$ cat src/rtl/had_bkpt_evt_ctrl_pkg.sv
// Shared HAD definitions: debug-request FSM states, debug cause codes and
// the fixed-priority cause selector used when a request is raised.
package had_bkpt_evt_ctrl_pkg;

  typedef enum logic [1:0] {
    ST_IDLE = 2'd0,
    ST_REQ  = 2'd1,
    ST_DBG  = 2'd2
  } had_state_e;

  typedef enum logic [2:0] {
    CAUSE_NONE  = 3'd0,
    CAUSE_EXT   = 3'd1,
    CAUSE_A     = 3'd2,
    CAUSE_B     = 3'd3,
    CAUSE_CHAIN = 3'd4
  } had_cause_e;

  // External request outranks channel A, which outranks channel B / chain.
  function automatic had_cause_e cause_sel(input logic ext, input logic a,
                                           input logic b, input logic chain);
    had_cause_e c;
    c = CAUSE_NONE;
    if (ext)
      c = CAUSE_EXT;
    else if (a)
      c = CAUSE_A;
    else if (b)
      c = chain ? CAUSE_CHAIN : CAUSE_B;
    return c;
  endfunction

endpackage

$ cat src/rtl/had_bkpt_cnt.sv
// Per-channel hit counter: reload on cfg write, count down on qualified hits,
// and flag an event when a hit arrives with the counter already at zero.
module had_bkpt_cnt #(
  parameter int CNT_W = 8
) (
  input  logic             clk,
  input  logic             srst,
  input  logic             load,
  input  logic [CNT_W-1:0] reload,
  input  logic             hit,
  output logic [CNT_W-1:0] cnt,
  output logic             evt
);

  logic [CNT_W-1:0] cnt_reg;
  logic [CNT_W-1:0] cnt_next;
  logic             zero;

  assign zero = (cnt_reg == '0);
  // A reload in the same cycle swallows the hit entirely.
  assign evt  = hit & ~load & zero;
  assign cnt  = cnt_reg;

  always_comb begin
    cnt_next = cnt_reg;
    if (load)
      cnt_next = reload;
    else if (hit && !zero)
      cnt_next = cnt_reg - CNT_W'(1);
  end

  always_ff @(posedge clk) begin
    if (srst)
      cnt_reg <= '0;
    else
      cnt_reg <= cnt_next;
  end

endmodule

$ cat src/rtl/had_bkpt_evt_ctrl.sv
// HAD breakpoint event controller: qualifies channel A/B hits and external
// halt requests, runs the debug-entry handshake and records cause/status.
module had_bkpt_evt_ctrl
  import had_bkpt_evt_ctrl_pkg::*;
#(
  parameter int CNT_W = 8
) (
  input  logic             had_clk,
  input  logic             hadrst,
  input  logic             bkpta_hit,
  input  logic             bkptb_hit,
  input  logic             had_ext_req,
  input  logic [CNT_W-1:0] cfg_mbca,
  input  logic [CNT_W-1:0] cfg_mbcb,
  input  logic             cfg_wr_a,
  input  logic             cfg_wr_b,
  input  logic             cfg_chain,
  input  logic [1:0]       cfg_sts_clr,
  input  logic             iu_yy_xx_dbgon,
  output logic             had_core_dbg_mode_req,
  output logic [2:0]       had_dbg_cause,
  output logic [1:0]       had_sts_evt,
  output logic [CNT_W-1:0] had_cnt_a,
  output logic [CNT_W-1:0] had_cnt_b,
  output logic             had_chain_armed
);

  had_state_e state_reg, state_next;
  had_cause_e cause_reg, cause_next;
  logic [1:0] sts_reg, sts_next;
  logic       armed_reg, armed_next;

  logic             live;
  logic             ext_evt;
  logic             a_req;
  logic             trig;
  logic [1:0]       load;
  logic [1:0]       hit_en;
  logic [1:0]       evt;
  logic [CNT_W-1:0] reload [2];
  logic [CNT_W-1:0] cnt    [2];

  // Hits and requests only matter while idle and the core is not already halted.
  assign live      = (state_reg == ST_IDLE) & ~iu_yy_xx_dbgon;
  assign ext_evt   = live & had_ext_req;
  assign load      = {cfg_wr_b, cfg_wr_a};
  assign reload[0] = cfg_mbca;
  assign reload[1] = cfg_mbcb;
  assign hit_en[0] = live & bkpta_hit;
  assign hit_en[1] = live & bkptb_hit & (~cfg_chain | armed_reg);

  generate
    for (genvar gi = 0; gi < 2; gi++) begin : g_chan
      had_bkpt_cnt #(.CNT_W(CNT_W)) u_cnt (
        .clk    (had_clk),
        .srst   (hadrst),
        .load   (load[gi]),
        .reload (reload[gi]),
        .hit    (hit_en[gi]),
        .cnt    (cnt[gi]),
        .evt    (evt[gi])
      );
    end
  endgenerate

  // In chain mode an A event only arms channel B; it never requests on its own.
  assign a_req = evt[0] & ~cfg_chain;
  assign trig  = ext_evt | a_req | evt[1];

  always_ff @(posedge had_clk) begin
    if (hadrst) begin
      state_reg <= ST_IDLE;
      cause_reg <= CAUSE_NONE;
      sts_reg   <= 2'b00;
      armed_reg <= 1'b0;
    end else begin
      state_reg <= state_next;
      cause_reg <= cause_next;
      sts_reg   <= sts_next;
      armed_reg <= armed_next;
    end
  end

  always_comb begin
    state_next = state_reg;
    case (state_reg)
      ST_IDLE: if (trig) state_next = ST_REQ;
      ST_REQ:  if (iu_yy_xx_dbgon) state_next = ST_DBG;
      ST_DBG:  if (!iu_yy_xx_dbgon) state_next = ST_IDLE;
      default: state_next = ST_IDLE;
    endcase
  end

  always_comb begin
    cause_next = cause_reg;
    if (state_reg == ST_IDLE && trig)
      cause_next = cause_sel(ext_evt, a_req, evt[1], cfg_chain);
    else if (state_reg == ST_DBG && !iu_yy_xx_dbgon)
      cause_next = CAUSE_NONE;

    // A new event in the same cycle as a clear keeps its sticky bit.
    sts_next = (sts_reg & ~cfg_sts_clr) | evt;

    armed_next = armed_reg;
    if (cfg_wr_a || (state_reg == ST_REQ && iu_yy_xx_dbgon))
      armed_next = 1'b0;
    else if (cfg_chain && evt[0])
      armed_next = 1'b1;
  end

  always_comb begin
    had_core_dbg_mode_req = (state_reg == ST_REQ);
    had_dbg_cause         = cause_reg;
    had_sts_evt           = sts_reg;
    had_cnt_a             = cnt[0];
    had_cnt_b             = cnt[1];
    had_chain_armed       = armed_reg;
  end

endmodule

$ cat config.mk
export PLATFORM = sky130hd
export DESIGN_NAME = had_bkpt_evt_ctrl
export DESIGN_NICKNAME = d
export VERILOG_FILES = /design/src/rtl/had_bkpt_evt_ctrl_pkg.sv /design/src/rtl/had_bkpt_cnt.sv /design/src/rtl/had_bkpt_evt_ctrl.sv
export SDC_FILE = /design/constraint.sdc
export NUM_CORES = 1
export LEC_CHECK = 0
export ABC_AREA = 0
export CAP_MARGIN = 20
export CORE_MARGIN = 2
export CORE_UTILIZATION = 40
export CTS_CLUSTER_SIZE = 8
export DETAILED_ROUTE_END_ITERATION = 6
export PLACE_DENSITY = 0.8
export SLEW_MARGIN = 20
export SYNTH_ARGS = -nofsm -noshare
export SYNTH_HDL_FRONTEND = slang
export SYNTH_SLANG_ARGS = --single-unit
$ cat constraint.sdc
create_clock -name had_clk -period 1.9 [get_ports had_clk]
set_input_delay 0.38 -clock had_clk [delete_from_list [all_inputs] [get_ports had_clk]]
set_output_delay 0.38 -clock had_clk [all_outputs]
set_load 0.01 [all_outputs]
# Word level (Yosys, flattened, before mapping)

Cells that the tools add are included.

$add $sub $neg: 2
Equal/unequal tests: 5
Multiplexer cells: 14
Bitwise operators: 20
Reductions and logical operators: 18

Operators by type and width:

| kind                | count |
|---|---|
| $mux 8              | 4 |
| $mux 3              | 6 |
| $logic_not 8->1     | 2 |
| $sub 8x1->8 const B | 2 |
| $and 1x1->1         | 10 |
| $logic_and 1x1->1   | 6 |
| $mux 2              | 3 |
| $ne 2x2->1 const B  | 3 |
| $pmux 2 s3          | 1 |
| $reduce_bool 2->1   | 3 |
| $not 1->1           | 4 |
| $logic_not 1->1     | 3 |
| $or 1x1->1          | 3 |
| $reduce_and 3->1    | 1 |
| $and 2x2->2         | 1 |
| $eq 2x1->1 const B  | 1 |
| $eq 2x2->1 const B  | 1 |
| $logic_not 2->1     | 1 |
| $not 2->2           | 1 |
| $or 2x2->2          | 1 |
| $reduce_or 2->1     | 1 |
| $logic_or 1x1->1    | 1 |

Register bits after elaboration: 24
Output and inout port bits: 23

# Longest topological paths before layout

Gate-level depths: netlist of the first run.

Depth after elaboration: 10
Mapped depth: 6

# Cells and area by module

A second synthesis of the first run with hierarchy kept.

Cell total of the unflattened synthesis: 163
Area total of the unflattened synthesis: 1330.0 µm²

Modules (own cells, without submodules):

| module            | times used | cells each | area each (µm²) | sequential area each (µm²) |
|---|---|---|---|---|
| had_bkpt_cnt      | 2          | 60         | 481.7           | 160.2 |
| had_bkpt_evt_ctrl | 1          | 43         | 366.6           | 160.2 |

# Least setup slack after synthesis of the first run

OpenSTA, ideal clock, no wires.

Path kind: reg-to-reg
Start point: reg g_chan[0].u_cnt.cnt_reg[0]
End point: reg cause_reg[2] (netlist: had_dbg_cause[2])
Setup time: 119 ps
Arrival: 1975 ps
Required time: 1781 ps
Path slack: -194 ps
Cell stages (with the launch flop): 7
Buffers on the path: 0
Path through: dfxtp_1 inv_1 ha_1 or3b_2 or4_1 o31a_1 o221a_2

Longest elaborated chain between the ends: 7
Elaborated cells on any way between the ends: 10

RTL lines:

| what                                        | line                    | RTL |
|---|---|---|
| start: declaration                          | had_bkpt_cnt.sv:15      | `logic [CNT_W-1:0] cnt_reg;` |
| start signal: assignment                    | had_bkpt_cnt.sv:36      | `cnt_reg <= cnt_next;` |
| $logic_not 8->1 *                           | had_bkpt_cnt.sv:19      | `assign zero = (cnt_reg == '0);` |
| $and 1x1->1 *                               | had_bkpt_cnt.sv:21      | `assign evt = hit & ~load & zero;` |
| $and 1x1->1 *                               | had_bkpt_evt_ctrl.sv:67 | `assign a_req = evt[0] & ~cfg_chain;` |
| $or 1x1->1 (2 in a row)                     | had_bkpt_evt_ctrl.sv:68 | `assign trig = ext_evt \| a_req \| evt[1];` |
| $logic_and 1x1->1                           | had_bkpt_evt_ctrl.sv:96 | `if (state_reg == ST_IDLE && trig)` |
| $mux 3 or $reduce_bool 2->1 (tied branches) | --                      |  |
| end signal: assignment                      | had_bkpt_evt_ctrl.sv:78 | `cause_reg <= cause_next;` |
| end: declaration                            | had_bkpt_evt_ctrl.sv:29 | `had_cause_e cause_reg, cause_next;` |

Mark *: on every way between the ends. The rest lies on a longest branch, timed or not.
A chain may end at the register's enable or synchronous reset.

# Worst setup path after layout of the first run

Start point: reg state_reg[1]
End point: reg cause_reg[2] (netlist: had_dbg_cause[2])

Longest elaborated chain between the ends: 10
Elaborated cells on any way between the ends: 21

RTL lines:

| what                                        | line                                                 | RTL |
|---|---|---|
| start: declaration                          | had_bkpt_evt_ctrl.sv:28                              | `had_state_e state_reg, state_next;` |
| start signal: assignment                    | had_bkpt_evt_ctrl.sv:77                              | `state_reg <= state_next;` |
| $logic_not 2->1                             | had_bkpt_evt_ctrl.sv:44, had_bkpt_evt_ctrl.sv:96     |  |
| $and 1x1->1                                 | had_bkpt_evt_ctrl.sv:44                              | `assign live = (state_reg == ST_IDLE) & ~iu_yy_xx_dbgon;` |
| $and 1x1->1, on equally long branches       | had_bkpt_evt_ctrl.sv:50, had_bkpt_evt_ctrl.sv:49     |  |
| $and 1x1->1, on equally long branches       | had_bkpt_evt_ctrl.sv:50, had_bkpt_cnt.sv:21          |  |
| $and 1x1->1                                 | had_bkpt_cnt.sv:21                                   |  |
| $and 1x1->1, on equally long branches       | had_bkpt_cnt.sv:21, had_bkpt_evt_ctrl.sv:67          |  |
| $mux 3 or $or 1x1->1 (tied branches)        | had_bkpt_evt_ctrl_pkg.sv:28, had_bkpt_evt_ctrl.sv:68 |  |
| $mux 3 or $or 1x1->1 (tied branches)        | had_bkpt_evt_ctrl_pkg.sv:26, had_bkpt_evt_ctrl.sv:68 |  |
| $mux 3 or $logic_and 1x1->1 (tied branches) | had_bkpt_evt_ctrl_pkg.sv:24, had_bkpt_evt_ctrl.sv:96 |  |
| $mux 3 or $reduce_bool 2->1 (tied branches) | --                                                   |  |

Several ways; a longest one is shown, not always the timed one.

==> metrics.yaml, run 1 <==
place_congestion: 0.818
syn2layout_area_growth_pct: 70.7
ctsHoldBuffers: 0
ant_nets: 0
setup_ws_ns: -0.163
ir_worst_vdd_uv: 310
via_per_inst: 5.83
r2r-end: "had_dbg_cause[2]"
finalCritPeriodShare: 1.09
multiInputGateArea_um2: 1040
cts_tree: "yes"
min_period_ns: 2.06
vias: 1768
whs_ns: 0.488
synth_edf_count: 0
clock-sinks: 24
clkPwrFrac: 0.205
die_y_um: 64.0
startpoint_type: "register"
root_buffer: "clkbuf_4"
slew_violations: 0
holdCritPathClass: "register to register"
clkTransAtPathRegs_ns: 0.14
cap_violations: 0
numPortBuffers: 49
clk_latency_ns: 0.32
required_ns: 2.13
dr.pass1.iters: 4
synth_seq_cells: 24
yosysSeqAreaShare: 0.334
drive_gt1_frac: 0.307
whs_endpoint: "had_sts_evt[0]"
slew_headroom: 0.662
finalSetupViolations: 7
die_area_um2: 4090
powerDensity_nw_per_um2: 563
grt_max_degree: 15
ys_async_sr_fraction: 0
setup_tns_ns: -0.606
synth_area_leaders: "dfxtp_1, a211oi_1, a311oi_1"
mostFrequentLayoutCell: "clkdlybuf4s50_1"
wl_per_cell_um: 16.5
antenna_found_initial: 0
finalHoldViolations: 0
cp_slowest_stage_delay_ns: 0.55
syn_nets: 202
crit_path_max_fanout: 3
grt_overflow: 0
r2r_start: "state_reg[1]"
power.net_switching_mw: 0.447
fin_worst_skew_ns: 0.00215
startpoint: "state_reg[1]"
clk_path_buf_depth: 2
yosysTopAreaCellShare: 0.334
grt_pass1_wl_mm: 7.42
drcViolationCount: 0
cts_buffers: 3
yosysWarnings: 0
final_nets: 289
grt_usage: 0.223
crit_slowest_cell: "or4b_4"
dp_cells: 296
synth_top_area_cell: "dfxtp_1"
fmax_mhz: 485
drtIter0Drc: 150
final_cell_mix: "clkdlybuf4s50_1, buf_4, dfxtp_1"
routed_wl_mm: 5.01
synthFlopType: "dfxtp_1"
antennaDiodeCount: 0
syn-mean-instance-area_um2: 8.41
p_seq_frac: 0.409
fin_cells: 303
nFillCells: 241
power_mw: 1.38
synth.distinct_cells: 46
cts_htree_levels: 1
cp.arrival_ns: 2.29
min_path_cells: 2
rsz0062_at_grt: "true"
core_area_um2: 3390
synth_cells: 171
seqCellArea_um2: 487
min_from: "had_sts_evt[0]"
hpwl_mm: 3.17
violations: "setup timing"
swShare: 0.324
comb_power_share: 0.386
pin_count: 50
rrSetupSlack_ns: -0.16
crit_type: "register to register"
num_rows: 21
largest_reg_flops: 16
worstPathCellList: "or4b_4 -> buf_4 -> or4_4 -> o31a_1 -> o221a_2"
worst_pin_slew_ns: 0.503
syn-cell-area_um2: 1440
grt_pass1_vias: 1576
start_util: 0.424
p_leak_nw: 0.919
status: "finished, violations left"
die_w_um: 64.0
p_int_mw: 0.934
crit_path_end_kind: "register"
worst_r2r_path_depth: 5
==> routing by layer <==
metal,vias to the layer above,track usage,part of all wire
met5,-,0,0
li1,834,-,-
met4,0,0.0679,0.0076
met1,837,0.302,0.42
met2,95,0.379,0.50
met3,2,0.0158,0.073
==> power by group through the flow <==
stage,registers [mW],clock network [mW],logic [mW]
2_1_floorplan,0.592,0,0.183
3_3_place_gp,0.571,0,0.447
3_5_place_dp,0.571,0,0.454
4_1_cts,0.561,0.288,0.466
5_1_grt,0.570,0.309,0.565
6_report,0.565,0.283,0.533
==> cell usage after synthesis (2+ instances only) <==
| library cell | instances |
|---|---|
| dfxtp_1 | 24 |
| nor2_1 | 12 |
| inv_1 | 9 |
| a21oi_1 | 8 |
| nor3_1 | 8 |
| a211oi_1 | 7 |
| clkbuf_1 | 7 |
| nand2b_1 | 7 |
| a311oi_1 | 6 |
| nand2_1 | 6 |
| nand3_1 | 5 |
| xnor2_1 | 5 |
| a2111oi_0 | 4 |
| and3_1 | 4 |
| ha_1 | 4 |
| nor2b_1 | 4 |
| nor3b_1 | 4 |
| o21ai_0 | 4 |
| or4_1 | 4 |
| nor4_1 | 3 |
| or3_1 | 3 |
| a311o_1 | 2 |
| nand4_1 | 2 |
| o2111ai_1 | 2 |
| o211ai_1 | 2 |
| o41ai_1 | 2 |
| or2_2 | 2 |
| or3b_2 | 2 |
| or4b_2 | 2 |
==> worst max-delay path: cells and delay by family, from the launching register on <==
| kind | cells | cell delay (ns) |
|---|---|---|
| AND/OR/NAND/NOR | 2 | 1.06 |
| AO/OA/AOI/OAI | 2 | 0.40 |
| flip-flops | 1 | 0.35 |
| buffers and inverters | 1 | 0.16 |
==> final cells by class <==
class	count	share of cell area
Clock buffer	4	0.0148
Inverter	10	0.0153
Tap cell	46	0.0235
Sequential cell	24	0.198
Timing Repair Buffer	90	0.324
Multi-Input combinational cell	129	0.424
==> through the flow <==
stage / instance area, um2 / worst slack, ns / util
after detailed placement: 2250 / -0.601 / 0.663
after CTS: 2320 / -0.205 / 0.684
after floorplan: 1450 / -0.175 / -
after global placement: 2250 / -0.539 / 0.663
final: 2450 / -0.163 / 0.724
after global routing: 2450 / -0.175 / 0.724
==> repair_timing <==
| action | in CTS | in global routing |
|---|---|---|
| setup endpoints to repair | 14 | 13 |
| setup buffers | 1 | 2 |
| cloned | 0 | 0 |
| resized for setup | 13 | 24 |
| pin swaps | 5 | 18 |
==> cells by family after synthesis <==
group | Yosys count | synth area share
compound gates | 45 | 0.238
xor+xnor | 6 | 0.0366
fa+ha+maj | 4 | 0.0348
buf+inv | 18 | 0.0479
flops | 24 | 0.334
mux | 1 | 0.00696
simple gates | 73 | 0.302
==> how the worst max path moves through the flow <==
stage	to	slack (ns)	depth (start not counted)
floorplan	g_chan[0].u_cnt.cnt[7]	-0.17	5
global placement	g_chan[0].u_cnt.cnt[3]	-0.54	6
detailed placement	g_chan[0].u_cnt.cnt[3]	-0.60	6
CTS	g_chan[0].u_cnt.cnt[7]	-0.21	4
global route	had_dbg_cause[2]	-0.18	5
finish	had_dbg_cause[2]	-0.16	5
Note: power is estimated with default switching activity, not from simulation.
==> run 2: changes to the inputs <==
- GPL_ROUTABILITY_DRIVEN: default -> 0
- PLACE_DENSITY: 0.8 -> 0.82
==> metrics.yaml, run 2 (synthesized netlist as in run 1, its figures left out) <==
rrSetupSlack_ns: -0.1
fmax_mhz: 501
rsz0062_at_grt: "true"
grt_pass1_vias: 1696
clk_path_buf_depth: 2
nFillCells: 242
clk_latency_ns: 0.32
finalSetupViolations: 3
fin_cells: 305
min_path_cells: 2
ir_worst_vdd_uv: 298
worst_pin_slew_ns: 0.451
final_nets: 291
crit_slowest_cell: "or4_4"
final_cell_mix: "clkdlybuf4s50_1, buf_4, dfxtp_1"
die_y_um: 64.0
ant_nets: 0
startpoint_type: "register"
crit_path_end_kind: "register"
cts_tree: "yes"
drcViolationCount: 0
fin_worst_skew_ns: 0.0139
numPortBuffers: 49
violations: "setup timing"
pin_count: 50
dp_cells: 298
setup_tns_ns: -0.189
finalCritPeriodShare: 1.05
holdCritPathClass: "register to register"
drive_gt1_frac: 0.309
cp.arrival_ns: 2.25
powerDensity_nw_per_um2: 593
r2r_start: "g_chan[0].u_cnt.cnt[5]"
worstPathCellList: "or4_4 -> or3_4 -> or4_4 -> a311oi_2"
routed_wl_mm: 4.47
grt_overflow: 0
drtIter0Drc: 107
power_mw: 1.45
required_ns: 2.15
slew_violations: 0
core_area_um2: 3390
worst_r2r_path_depth: 4
p_leak_nw: 0.936
die_w_um: 64.0
min_period_ns: 2.00
setup_ws_ns: -0.0979
crit_path_max_fanout: 3
syn2layout_area_growth_pct: 69.6
whs_ns: 0.499
wl_per_cell_um: 14.7
root_buffer: "clkbuf_4"
die_area_um2: 4090
grt_usage: 0.221
r2r-end: "g_chan[0].u_cnt.cnt[7]"
crit_type: "register to register"
antennaDiodeCount: 0
vias: 1681
cts_buffers: 3
cap_violations: 0
clock-sinks: 24
min_from: "had_sts_evt[1]"
crit_path_frequent_cell: "or4_4"
grt_pass1_wl_mm: 7.25
antenna_found_initial: 0
whs_endpoint: "had_sts_evt[1]"
num_rows: 21
via_per_inst: 5.51
finalHoldViolations: 0
slew_headroom: 0.698
cts_htree_levels: 1
largest_reg_flops: 16
dr.pass1.iters: 4
mostFrequentLayoutCell: "clkdlybuf4s50_1"
status: "finished, violations left"
cp_slowest_stage_delay_ns: 0.55
clkTransAtPathRegs_ns: 0.15
hpwl_mm: 3.27
start_util: 0.424
grt_max_degree: 15
==> run 2: cell count changes in the layout (fill, tap and decap cells not counted), moves of 2 or more <==
cell / delta
a211oi_1: +3
a211oi_2: -3
a2111oi_1: +2
a2111oi_4: -2
buf_4: +2
inv_1: -2
inv_2: +2
==> run 2: layout make-up <==
class / count / area, um2 / share of cell area
clock buffers: 3 / 22.5 / 0.00924
inverters: 10 / 37.5 / 0.0154
clock inverters: 1 / 30.0 / 0.0123
well taps: 46 / 57.6 / 0.0236
multi-input cells: 129 / 993 / 0.407
repair buffers: 92 / 810 / 0.332
flip-flops and latches: 24 / 488 / 0.200
==> run 2: worst max-delay path, delay by kind of cell (launching register included) <==
| kind | cells | cell delay, ns |
|---|---|---|
| AO/OA/AOI/OAI | 1 | 0.23 |
| AND/OR/NAND/NOR | 3 | 1.35 |
| flip-flops | 1 | 0.35 |
==> run 2: stage by stage <==
step | instance area, um2 | setup WS (ns) | util
6_report | 2440 | -0.0979 | 0.719
5_1_grt | 2440 | -0.132 | 0.719
4_1_cts | 2360 | -0.125 | 0.697
3_5_place_dp | 2260 | -0.627 | 0.667
3_3_place_gp | 2260 | -0.543 | 0.667
2_1_floorplan | 1450 | -0.175 | -
==> run 2: what timing repair did <==
| action | 4_1_cts | 5_1_grt |
|---|---|---|
| buffers inserted | 1 | 2 |
| endpoints found under the setup margin | 16 | 13 |
| resized for setup | 16 | 19 |
| pin swaps | 5 | 5 |
| hold buffers | 0 | 0 |
==> run 2: report_power, final <==
group	total [mW]	switching [mW]	leakage (nW)	internal, mW
Combinational	0.508	0.230	0.708	0.278
Sequential	0.564	0.0274	0.200	0.537
Clock	0.375	0.162	0.0279	0.213
==> run 2: worst max-delay path by stage <==
stage	to	from	slack (ns)	cells after the start
after floorplan	g_chan[0].u_cnt.cnt[7]	iu_yy_xx_dbgon	-0.17	5
after global placement	g_chan[0].u_cnt.cnt[5]	iu_yy_xx_dbgon	-0.54	6
after detailed placement	had_chain_armed	iu_yy_xx_dbgon	-0.63	6
after CTS	had_dbg_cause[2]	g_chan[0].u_cnt.cnt[0]	-0.13	6
after global routing	g_chan[0].u_cnt.cnt[7]	g_chan[0].u_cnt.cnt[5]	-0.13	4
final	g_chan[0].u_cnt.cnt[7]	g_chan[0].u_cnt.cnt[5]	-0.1	4
==> run 2: per-layer routing <==
metal | routed length (um) | GRT usage | vias up
met3 | 144 | 0.0264 | 6
met4 | 59 | 0.106 | 0
met1 | 2090 | 0.289 | 790
met2 | 2180 | 0.358 | 48
li1 | - | - | 837
met5 | 0 | 0 | -
==> RTL change, RTL diff (flow settings as in run 2) <==
`CNT_W` is set to 8 in 2 places; all go to 10.
--- a/src/rtl/had_bkpt_cnt.sv
+++ b/src/rtl/had_bkpt_cnt.sv
@@ -1,7 +1,7 @@
 // Per-channel hit counter: reload on cfg write, count down on qualified hits,
 // and flag an event when a hit arrives with the counter already at zero.
 module had_bkpt_cnt #(
-  parameter int CNT_W = 8
+  parameter int CNT_W = 10
 ) (
   input  logic             clk,
   input  logic             srst,
--- a/src/rtl/had_bkpt_evt_ctrl.sv
+++ b/src/rtl/had_bkpt_evt_ctrl.sv
@@ -3,7 +3,7 @@
 module had_bkpt_evt_ctrl
   import had_bkpt_evt_ctrl_pkg::*;
 #(
-  parameter int CNT_W = 8
+  parameter int CNT_W = 10
 ) (
   input  logic             had_clk,
   input  logic             hadrst,
Ports: changed (resized cfg_mbca, cfg_mbcb, had_cnt_a and had_cnt_b); port bits go from 50 to 58. The function was not compared with the original's and may differ.
==> RTL change against run 2 <==
Critical path depth increased by 1; synthesized cell count is 18% higher; critical endpoint is now g_chan[0].u_cnt.cnt[3]; register-to-register slack gained 200 ps; largest cell class unchanged; final area is 10% higher; sequential share of layout area increased by 0.94 points; fmax grew 8.3%; routed wire length rose by 9.8%; power is 14% higher; sequential cell count up 4; area after synthesis increased by 23%; worst setup slack improved by 150 ps.
==> RTL change: results (changes against run 2) <==
status -> complete, no violations
Flop+latch power -> 0.665 mW (+18%)
crit path time final -> 1840 ps (-154 ps)
Synth area leaders -> dfxtp_1 (32%), a311oi_1 (5.5%), nor2_1 (4.9%), o31ai_1 (3.4%), or3_1 (3.2%)
Clock Latency Late Sink -> 280 ps (-40 ps)
GR Layer Usage met3 -> 2.45% (-0.19 points)
hold path endpoint -> had_sts_evt[0]
Crit path largest cell delay -> 500 ps (-50 ps)
VDD IR max -> 285 uV (-4.4%)
sequential share of the synthesized area -> 31.7% (-1.7 points)
# nets final -> 322 (+11%)
# fillers -> 384 (+59%)
fraction of area in registers -> 20.9% (+0.94 points)
most instantiated cells after synthesis -> dfxtp_1 (28), nor2_1 (23), inv_1 (14)
number of multi-input logic gates -> 151 (+17%)
nonclk buf count -> 88 (-4.3%)
Met1 Wirelength -> 2.27 mm (+8.7%)
Critical Path Start -> bkpta_hit
Leak -> 1.00 nW (+6.8%)
relative slew slack -> 70.8% (+1.0 points)
invs w/o clock -> 15 (+5)
signal buffers share of area -> 29.7% (-3.5 points)
pre-CTS WS -> -394 ps (+234 ps)
metal2 WL -> 2.28 mm (+4.3%)
Yosys reg bits -> 28 (+17%)
CP endpoint -> g_chan[0].u_cnt.cnt[3]
vias in the first global route -> 1,760 (+3.8%)
DR WL met3 -> 299 um (+110%)
Reg2Reg Setup Slack -> 100 ps (+200 ps)
ClkCell Share -> 2.65% (+0.49 points)
Comb group -> 0.503 mW (-1%)
Fin Hold WS -> 483 ps (-16.2 ps)
crit path max fanout -> 5 (+2)
port bufs -> 57 (+16%)
number of flip-flops under the largest register name -> 20 (+4)
GR Util met1 -> 27.9% (-1.0 points)
post_cts resized -> 6 (-10)
first-pass GRT wire length -> 8.06 mm (+11%)
largest net degree at the start of global routing -> 20 (+5)
Clock Skew -> 6.51 ps (-7.38 ps)
Clock Pin Slew Worst Setup and Hold Paths -> 100 ps (-50 ps)
via count -> 1,944 (+16%)
share of cells above drive strength 1 -> 21.3% (-9.6 points)
Critical Path AT -> 2010 ps (-240 ps)
CTS root buffer -> clkbuf_8
GRT met2 Usage -> 31.0% (-4.8 points)
Syn Nets -> 237 (+17%)
Clock Power -> 0.483 mW (+29%)
All-Layer GR Usage -> 19.6% (-2.5 points)
## RTL change: cell count changes after synthesis, moves of 3 or more
cell and change:
a31o_2 +3, a21oi_1 -5, a2111oi_2 +3, dfxtp_1 +4, inv_1 +5, nor2_1 +11
a311oi_1 +5, o31ai_1 +7, and3_1 -3, nor3_1 -3, or3_1 +6, xnor2_1 -3
## RTL change: cell families after synthesis
kind of cell               synth area share, %
xor gates and xnor gates                  1.49
adders and majority gates                 2.83
AOI/OAI and AO/OA                         26.8
muxes                                    0.567
buffers and inverters                     5.67
DFF                                       31.7
and+or+nand+nor                           30.9
## RTL change: per-stage QoR
| step | utilization [%] | instance area, sq um | std cells |
|---|---|---|---|
| final | 62.7 | 2690 | 338 |
| after global routing | 62.7 | 2690 | 338 |
| after CTS | 62.6 | 2690 | 338 |
| after detailed placement | 60.3 | 2590 | 333 |
| after global placement | 60.3 | 2590 | 333 |
| after floorplan | - | 1770 | 202 |
